===== src/rtl/sc_lane_shifter.sv =====
// Lane pattern bank: captures 14 initial lane patterns on LOAD, then rotates them
// (even lanes left, odd lanes right) every TICK_DIV >> SPEED cycles while enabled.
module sc_lane_shifter #(
    parameter int unsigned TICK_DIV = 12500000,
    parameter int unsigned CNT_W    = 24
) (
    input  logic       SC_LANESHIFTER_CLOCK_50,
    input  logic       SC_LANESHIFTER_RESET_InLow,
    input  logic       SC_LANESHIFTER_LOAD_InHigh,
    input  logic       SC_LANESHIFTER_ENABLE_InHigh,
    input  logic [1:0] SC_LANESHIFTER_SPEED,
    input  logic [7:0] SC_LANESHIFTER_INIT_0,
    input  logic [7:0] SC_LANESHIFTER_INIT_1,
    input  logic [7:0] SC_LANESHIFTER_INIT_2,
    input  logic [7:0] SC_LANESHIFTER_INIT_3,
    input  logic [7:0] SC_LANESHIFTER_INIT_4,
    input  logic [7:0] SC_LANESHIFTER_INIT_5,
    input  logic [7:0] SC_LANESHIFTER_INIT_6,
    input  logic [7:0] SC_LANESHIFTER_INIT_7,
    input  logic [7:0] SC_LANESHIFTER_INIT_8,
    input  logic [7:0] SC_LANESHIFTER_INIT_9,
    input  logic [7:0] SC_LANESHIFTER_INIT_10,
    input  logic [7:0] SC_LANESHIFTER_INIT_11,
    input  logic [7:0] SC_LANESHIFTER_INIT_12,
    input  logic [7:0] SC_LANESHIFTER_INIT_13,
    output logic [7:0] SC_LANESHIFTER_ROW_0,
    output logic [7:0] SC_LANESHIFTER_ROW_1,
    output logic [7:0] SC_LANESHIFTER_ROW_2,
    output logic [7:0] SC_LANESHIFTER_ROW_3,
    output logic [7:0] SC_LANESHIFTER_ROW_4,
    output logic [7:0] SC_LANESHIFTER_ROW_5,
    output logic [7:0] SC_LANESHIFTER_ROW_6,
    output logic [7:0] SC_LANESHIFTER_ROW_7,
    output logic [7:0] SC_LANESHIFTER_ROW_8,
    output logic [7:0] SC_LANESHIFTER_ROW_9,
    output logic [7:0] SC_LANESHIFTER_ROW_10,
    output logic [7:0] SC_LANESHIFTER_ROW_11,
    output logic [7:0] SC_LANESHIFTER_ROW_12,
    output logic [7:0] SC_LANESHIFTER_ROW_13,
    output logic       SC_LANESHIFTER_TICK,
    output logic       SC_LANESHIFTER_RUNNING
);

    typedef enum logic [1:0] {StIdle, StRun, StPause} state_e;

    state_e           state_q, state_d;
    logic [CNT_W-1:0] cnt_q, cnt_d, period;
    logic             tick_q, tick_d;
    logic             load, enable, advance, wrap;
    logic [7:0]       init  [14];
    logic [7:0]       row_q [14];
    logic [7:0]       row_d [14];

    assign load   = SC_LANESHIFTER_LOAD_InHigh;
    assign enable = SC_LANESHIFTER_ENABLE_InHigh;

    assign init[0]  = SC_LANESHIFTER_INIT_0;
    assign init[1]  = SC_LANESHIFTER_INIT_1;
    assign init[2]  = SC_LANESHIFTER_INIT_2;
    assign init[3]  = SC_LANESHIFTER_INIT_3;
    assign init[4]  = SC_LANESHIFTER_INIT_4;
    assign init[5]  = SC_LANESHIFTER_INIT_5;
    assign init[6]  = SC_LANESHIFTER_INIT_6;
    assign init[7]  = SC_LANESHIFTER_INIT_7;
    assign init[8]  = SC_LANESHIFTER_INIT_8;
    assign init[9]  = SC_LANESHIFTER_INIT_9;
    assign init[10] = SC_LANESHIFTER_INIT_10;
    assign init[11] = SC_LANESHIFTER_INIT_11;
    assign init[12] = SC_LANESHIFTER_INIT_12;
    assign init[13] = SC_LANESHIFTER_INIT_13;

    assign SC_LANESHIFTER_ROW_0  = row_q[0];
    assign SC_LANESHIFTER_ROW_1  = row_q[1];
    assign SC_LANESHIFTER_ROW_2  = row_q[2];
    assign SC_LANESHIFTER_ROW_3  = row_q[3];
    assign SC_LANESHIFTER_ROW_4  = row_q[4];
    assign SC_LANESHIFTER_ROW_5  = row_q[5];
    assign SC_LANESHIFTER_ROW_6  = row_q[6];
    assign SC_LANESHIFTER_ROW_7  = row_q[7];
    assign SC_LANESHIFTER_ROW_8  = row_q[8];
    assign SC_LANESHIFTER_ROW_9  = row_q[9];
    assign SC_LANESHIFTER_ROW_10 = row_q[10];
    assign SC_LANESHIFTER_ROW_11 = row_q[11];
    assign SC_LANESHIFTER_ROW_12 = row_q[12];
    assign SC_LANESHIFTER_ROW_13 = row_q[13];

    assign SC_LANESHIFTER_TICK    = tick_q;
    assign SC_LANESHIFTER_RUNNING = (state_q == StRun);

    always_comb begin
        state_d = state_q;
        cnt_d   = cnt_q;
        tick_d  = 1'b0;
        row_d   = row_q;
        period  = CNT_W'(TICK_DIV) >> SC_LANESHIFTER_SPEED;
        wrap    = (cnt_q >= period - CNT_W'(1));
        // The resume edge out of PAUSE counts, so each paused cycle costs exactly one cycle.
        advance = (state_q != StIdle) && enable && !load;

        if (load) begin
            row_d   = init;
            cnt_d   = '0;
            state_d = (state_q == StPause && !enable) ? StPause : StRun;
        end else begin
            case (state_q)
                StRun:   if (!enable) state_d = StPause;
                StPause: if (enable)  state_d = StRun;
                default: cnt_d = '0;
            endcase
        end

        if (advance) begin
            if (wrap) begin
                cnt_d  = '0;
                tick_d = 1'b1;
                for (int i = 0; i < 14; i++) begin
                    if ((i % 2) == 0) row_d[i] = {row_q[i][6:0], row_q[i][7]};
                    else              row_d[i] = {row_q[i][0], row_q[i][7:1]};
                end
            end else begin
                cnt_d = cnt_q + CNT_W'(1);
            end
        end
    end

    always_ff @(posedge SC_LANESHIFTER_CLOCK_50 or negedge SC_LANESHIFTER_RESET_InLow) begin
        if (!SC_LANESHIFTER_RESET_InLow) begin
            state_q <= StIdle;
            cnt_q   <= '0;
            tick_q  <= 1'b0;
            for (int i = 0; i < 14; i++) row_q[i] <= 8'h00;
        end else begin
            state_q <= state_d;
            cnt_q   <= cnt_d;
            tick_q  <= tick_d;
            row_q   <= row_d;
        end
    end

endmodule


===== config.mk =====
export PLATFORM = sky130hd
export DESIGN_NAME = sc_lane_shifter
export DESIGN_NICKNAME = d
export VERILOG_FILES = /design/src/rtl/sc_lane_shifter.sv
export SDC_FILE = /design/constraint.sdc
export NUM_CORES = 1
export LEC_CHECK = 0
export CORE_MARGIN = 5
export CORE_UTILIZATION = 40
export CTS_CLUSTER_DIAMETER = 80
export DETAILED_ROUTE_END_ITERATION = 12
export PLACE_DENSITY = 0.74
export SLEW_MARGIN = 10
export SYNTH_ARGS = -nofsm -noshare
export SYNTH_HDL_FRONTEND = slang
export SYNTH_SLANG_ARGS = --single-unit

===== constraint.sdc =====
create_clock -name SC_LANESHIFTER_CLOCK_50 -period 4.49 [get_ports SC_LANESHIFTER_CLOCK_50]
set_input_delay 0.898 -clock SC_LANESHIFTER_CLOCK_50 [delete_from_list [all_inputs] [get_ports SC_LANESHIFTER_CLOCK_50]]
set_output_delay 0.898 -clock SC_LANESHIFTER_CLOCK_50 [all_outputs]
set_load 0.1 [all_outputs]

* Word level (Yosys, flattened, before mapping)
Cells that the tools add are included.
Word-level totals: bits in registers 139, logic and storage cells 49
Cells by class: $add $sub $neg 2, $lt $le $gt $ge 1, equal/unequal tests 5, shift operators 1, multiplexer cells 14, reductions and logical operators 9
Operators with widths (count):
- 112-bit 2-to-1 mux | 3
- 24-bit 2-to-1 mux | 4
- 24-bit by 1-bit adder with 24-bit output (second input constant) | 1
- 24-bit greater-or-equal comparator | 1
- 24-bit by 2-bit right shift with 24-bit output (first input constant) | 1
- 24-bit by 1-bit subtractor with 24-bit output (second input constant) | 1
- 2-bit 2-to-1 mux | 4
- 3-bit inequality test (second input constant) | 2
- 2-bit one-hot mux with 2 select lines | 1
- 1-bit logical AND | 3
- 3-bit by 1-bit inequality test with 1-bit output (second input constant) | 1
- 3-bit AND reduction | 1
- 3-bit nonzero test | 1
- 2-bit by 1-bit == test with 1-bit output (second input constant) | 1
- 2-bit == test (second input constant) | 1
- 1-bit zero test | 2
- 1-bit 2-to-1 mux | 2
- 2-bit nonzero test | 1
- 2-bit OR reduction | 1

* Logic depth before layout (Yosys ltp)
depth after elaboration 5, depth in mapped cells 14, gate-level depth less buffers 12

* Worst setup path before layout
No wires, ideal clock.
path kind in2reg, start point input SC_LANESHIFTER_SPEED[1], end point register row_q, in the netlist SC_LANESHIFTER_ROW_1[0], setup time 0.128 ns, arrival 3.292 ns, required time 4.362 ns, slack 1.070 ns, cell stages on the path 13, path buffers 2, cells stage by stage inv_2 > nor2_1 > inv_1 > ha_1 > ha_1 > a21oi_1 > a21oi_1 > o211a_1 > o21ba_2 > o31ai_4 > buf_6 > buf_6 > mux2_1
RTL lines:
- from (decl) | line 11 | input logic [1:0] SC_LANESHIFTER_SPEED,
- to (signal assigned) | line 136 | row_q <= row_d;
- to (decl) | line 51 | logic [7:0] row_q [14];

==> metrics.md <==
| Metric | Value |
|---|---|
| Commonest non-fill, non-tap cell in the layout | clkdlybuf4s50_1 |
| Register area share after synthesis | 45.1% |
| Crit-path max FO | 32 |
| Leakage | roughly 4.7 nW |
| DR pass1 iterations | 4 |
| Largest net degree at the start of global routing | approximately 120 |
| Cts-stage hold buffer count | 0 |
| Dpl cells | 1,101 |
| Synth area leader | dfrtp_1 |
| Net Sw Frac | 38.3% |
| Clock share of power | around a third |
| Int Pwr | 2.64 mW |
| All-Layer GR Usage | 18.1% |
| Hold WC Path Type | reg -> reg |
| CTS sink count | 139 |
| Hold Path Origin | SC_LANESHIFTER_ROW_5[7] |
| Combinational share of power | 33.3% |
| Setup Crit Path Kind | in -> reg |
| Slew HR | 30.2% |
| Critical Path End Type | register |
| Final nets | roughly 1,000 |
| Fin crit share | between 80% and 90% |
| Vias in the first global route | 5,930 |
| Fillers | between 1,500 and 2,000 |
| Worst R2R Start | cnt_q[11] |
| #FFs+latches synth | 139 |
| Setup violations, final | 0 |
| Cells after Synth | 628 |
| ANT nets after route | 0 |
| Inserted Clock Buffers | 17 |
| RSZ-0062 raised after global routing | no |
| Reg clk slew, reported paths | 0.06 ns |
| Post-synthesis mux area share | 32.7% |
| Hold depth | 1 |
| Critical Path Start | SC_LANESHIFTER_SPEED[1] |
| Antenna fix cells | 0 |
| Synth cell types | 46 |
| Initial Util | 40.9% |
| Skew final | 0.00907 ns |
| PortBufs | approximately 230 |
| Hold WS | between 0.5 and 0.6 ns |
| Post-Synth Adder-Cell Area | under 10% |
| Total number of vias | between 5,000 and 6,000 |
| Clock Path Buffers | 2 |
| Tightest Pin Transition | 1.04 ns |
| WL final | roughly 20,000 µm |
| Chip Width | 149 µm |
| Ys Warns | 0 |
| Layout area overhead | 42.1% |
| Area contributors post-synth | dfrtp_1 45%, mux2_2 23%, mux2_1 10%, ha_1 3.9%, nand2_1 2.1% |
| Std-Cell Rows | 50 |
| Initial antenna violation count | 0 |
| R2r worst-path depth | 9 |
| Outcome | finished clean |
| Max Cap Viol | 0 |
| CP startpoint kind | input pin |
| Setup TNS | 0 ns |
| Main combinational cell family by area after synthesis | multiplexers |
| RePlAce Congestion | 0.866 |
| Final Max Slew Viols | 0 |
| Vias per cell | 5.02 |
| Commonest non-fill, non-tap cells in the layout | 229 x clkdlybuf4s50_1, 155 x mux2_2, 139 x dfrtp_1 |
| Fmax achieved | 0.260 GHz |
| I/O pins | roughly 230 |
| Storage cell area | between 3000 and 4000 µm² |
| Die area | 22,100 µm² |
| Switching power | 1.64 mW |
| Xor and xnor fraction of the mapped netlist area | less than 1% |
| Clock root buffer | clkbuf_16 |
| Core area | 18,800 µm² |
| Post-CTS sizing | 0 |
| Crit path required time | 4.78 ns |
| Min Tclk post-route | a little under 4 ns |
| Non-Filler Instances | 1,133 |
| Synth async-reset ratio | 100% |
| Routed len/inst | 17.9 µm |
| Max IR drop VDD | 308 µV |
| Clock Latency Late Sink | 0.41 ns |
| DP Area | a little over 10,000 µm² |
| Remaining global-route overflow | 0 |
| Mapped Area | 7710 µm² |
| Ys flop type | dfrtp_1 |
| Synth Area in Compound Gates | about 5.8% |
| # H-tree levels | 4 |
| DRC viols | 0 |
| Pwr/cell area | 391 nW/µm² |
| Layout cell share with drive strength beyond 1 | between 20% and 30% |
| DR iter-0 viols | 208 |
| Area of the multi-input gates | 4000 µm² |
| First-pass GRT wire length | between 30,000 and 40,000 µm |
| Reg power frac | 33.7% |
| Share of the synthesized area in the top cell type | 45.1% |
| Critical Path AT | 4.14 ns |
| Post-CTS setup repair buffer count | 0 |
| Post-synth EDFFs | 0 |
| Synth Area in Simple Gates | 7.94% |
| Die height | ~150 µm |
| CTS tree | yes |
| Fin. Hold Viols | 0 |
| DPL Wire Length | 14,800 µm |
| Syn_area_per_cell | 12.3 µm² |
| Fin area | ~11,000 µm² |
==> Yosys cell counts (7+ instances only) <==
| cell type | n |
|---|---|
| clkbuf_1 | 21 |
| and3_1 | 7 |
| and2_1 | 10 |
| nand2_1 | 44 |
| mux2_2 | 155 |
| inv_1 | 11 |
| nand3_1 | 17 |
| dfrtp_1 | 139 |
| nand4_1 | 7 |
| o211ai_1 | 7 |
| nor2b_1 | 9 |
| mux2_1 | 69 |
| ha_1 | 24 |
| a32o_1 | 7 |
| nor2_1 | 18 |
| buf_6 | 8 |
| a21oi_1 | 9 |
| o221ai_1 | 11 |
==> kinds of logic (layout without fill, tap and decap cells) <==
group                      count (synthesis)  after routing
buffers and inverters                     48            292
adders and majority gates                 26             26
DFF                                      139            139
other                                      2              3
AOI/OAI and AO/OA                         57             57
muxes                                    224            224
xor gates and xnor gates                   8              8
and+or+nand+nor                          124            124
==> cell type report <==
class / count / share of cell area [%]
multi-input cells: 442 / 36.6
flip-flops and latches: 139 / 31.8
clock buffers: 19 / 4.05
clock inverters: 13 / 1.44
inverters: 13 / 0.446
repair buffers: 247 / 22.8
well taps: 260 / 2.97
==> registers in the layout, summed over array words and instances, names as in the netlist, 2 cells and up <==
| register | count |
|---|---|
| SC_LANESHIFTER_ROW_11 | 8 |
| SC_LANESHIFTER_ROW_7 | 8 |
| state_q | 2 |
| cnt_q | 24 |
| SC_LANESHIFTER_ROW_4 | 8 |
| SC_LANESHIFTER_ROW_1 | 8 |
| SC_LANESHIFTER_ROW_2 | 8 |
| SC_LANESHIFTER_ROW_10 | 8 |
| SC_LANESHIFTER_ROW_9 | 8 |
| SC_LANESHIFTER_ROW_8 | 8 |
| SC_LANESHIFTER_ROW_12 | 8 |
| SC_LANESHIFTER_ROW_0 | 8 |
| SC_LANESHIFTER_ROW_13 | 8 |
| SC_LANESHIFTER_ROW_6 | 8 |
| SC_LANESHIFTER_ROW_5 | 8 |
| SC_LANESHIFTER_ROW_3 | 8 |
==> path summary, 6_finish.rpt <==
| check | to | slack (ns) |
|---|---|---|
| min in group asynchronous | cnt_q[21] | 0.60 |
| max reg2reg | SC_LANESHIFTER_ROW_3[2] | 1.70 |
| max | SC_LANESHIFTER_ROW_3[2] | 0.65 |
| max in group asynchronous | SC_LANESHIFTER_ROW_8[6] | 3.00 |
| min reg2reg | SC_LANESHIFTER_ROW_5[6] | 0.51 |
| min | SC_LANESHIFTER_ROW_5[6] | 0.51 |
==> per-layer routing <==
metal  track usage, %  share of wire [%]  up-vias
met3             5.89                7.6        9
met4             3.52               0.75        0
met1             22.7                 43     2732
met2             30.9                 49      183
li1                 -                  -     2761
met5                0                  0        -
==> metrics by stage <==
stage	power (mW)	setup WS [ns]	util (%)
after CTS	4.33	0.661	58.1
after detailed placement	2.90	0.239	54.9
after global routing	4.45	0.562	58.1
after floorplan	2.46	1.07	-
final	4.28	0.645	58.1
after global placement	2.89	0.282	54.9
==> critical path, cell delays in order <==
cell and delay, ns:
clkdlybuf4s50_1 0.51, inv_2 0.08, nor2_4 0.15, inv_2 0.07
ha_1 0.29, ha_1 0.29, a21oi_1 0.14, a21oi_1 0.08
o211a_1 0.25, o21ba_2 0.24, o31ai_4 0.26, buf_12 0.25
buf_12 0.24, mux2_1 0.35
==> power by group through the flow <==
stage / combinational (mW) / clock (mW) / sequential (mW)
6_report: 1.43 / 1.41 / 1.44
4_1_cts: 1.44 / 1.45 / 1.45
2_1_floorplan: 0.267 / 0 / 2.20
3_3_place_gp: 1.42 / 0 / 1.47
5_1_grt: 1.48 / 1.50 / 1.46
3_5_place_dp: 1.43 / 0 / 1.47
(Power assumes the default switching activity.)
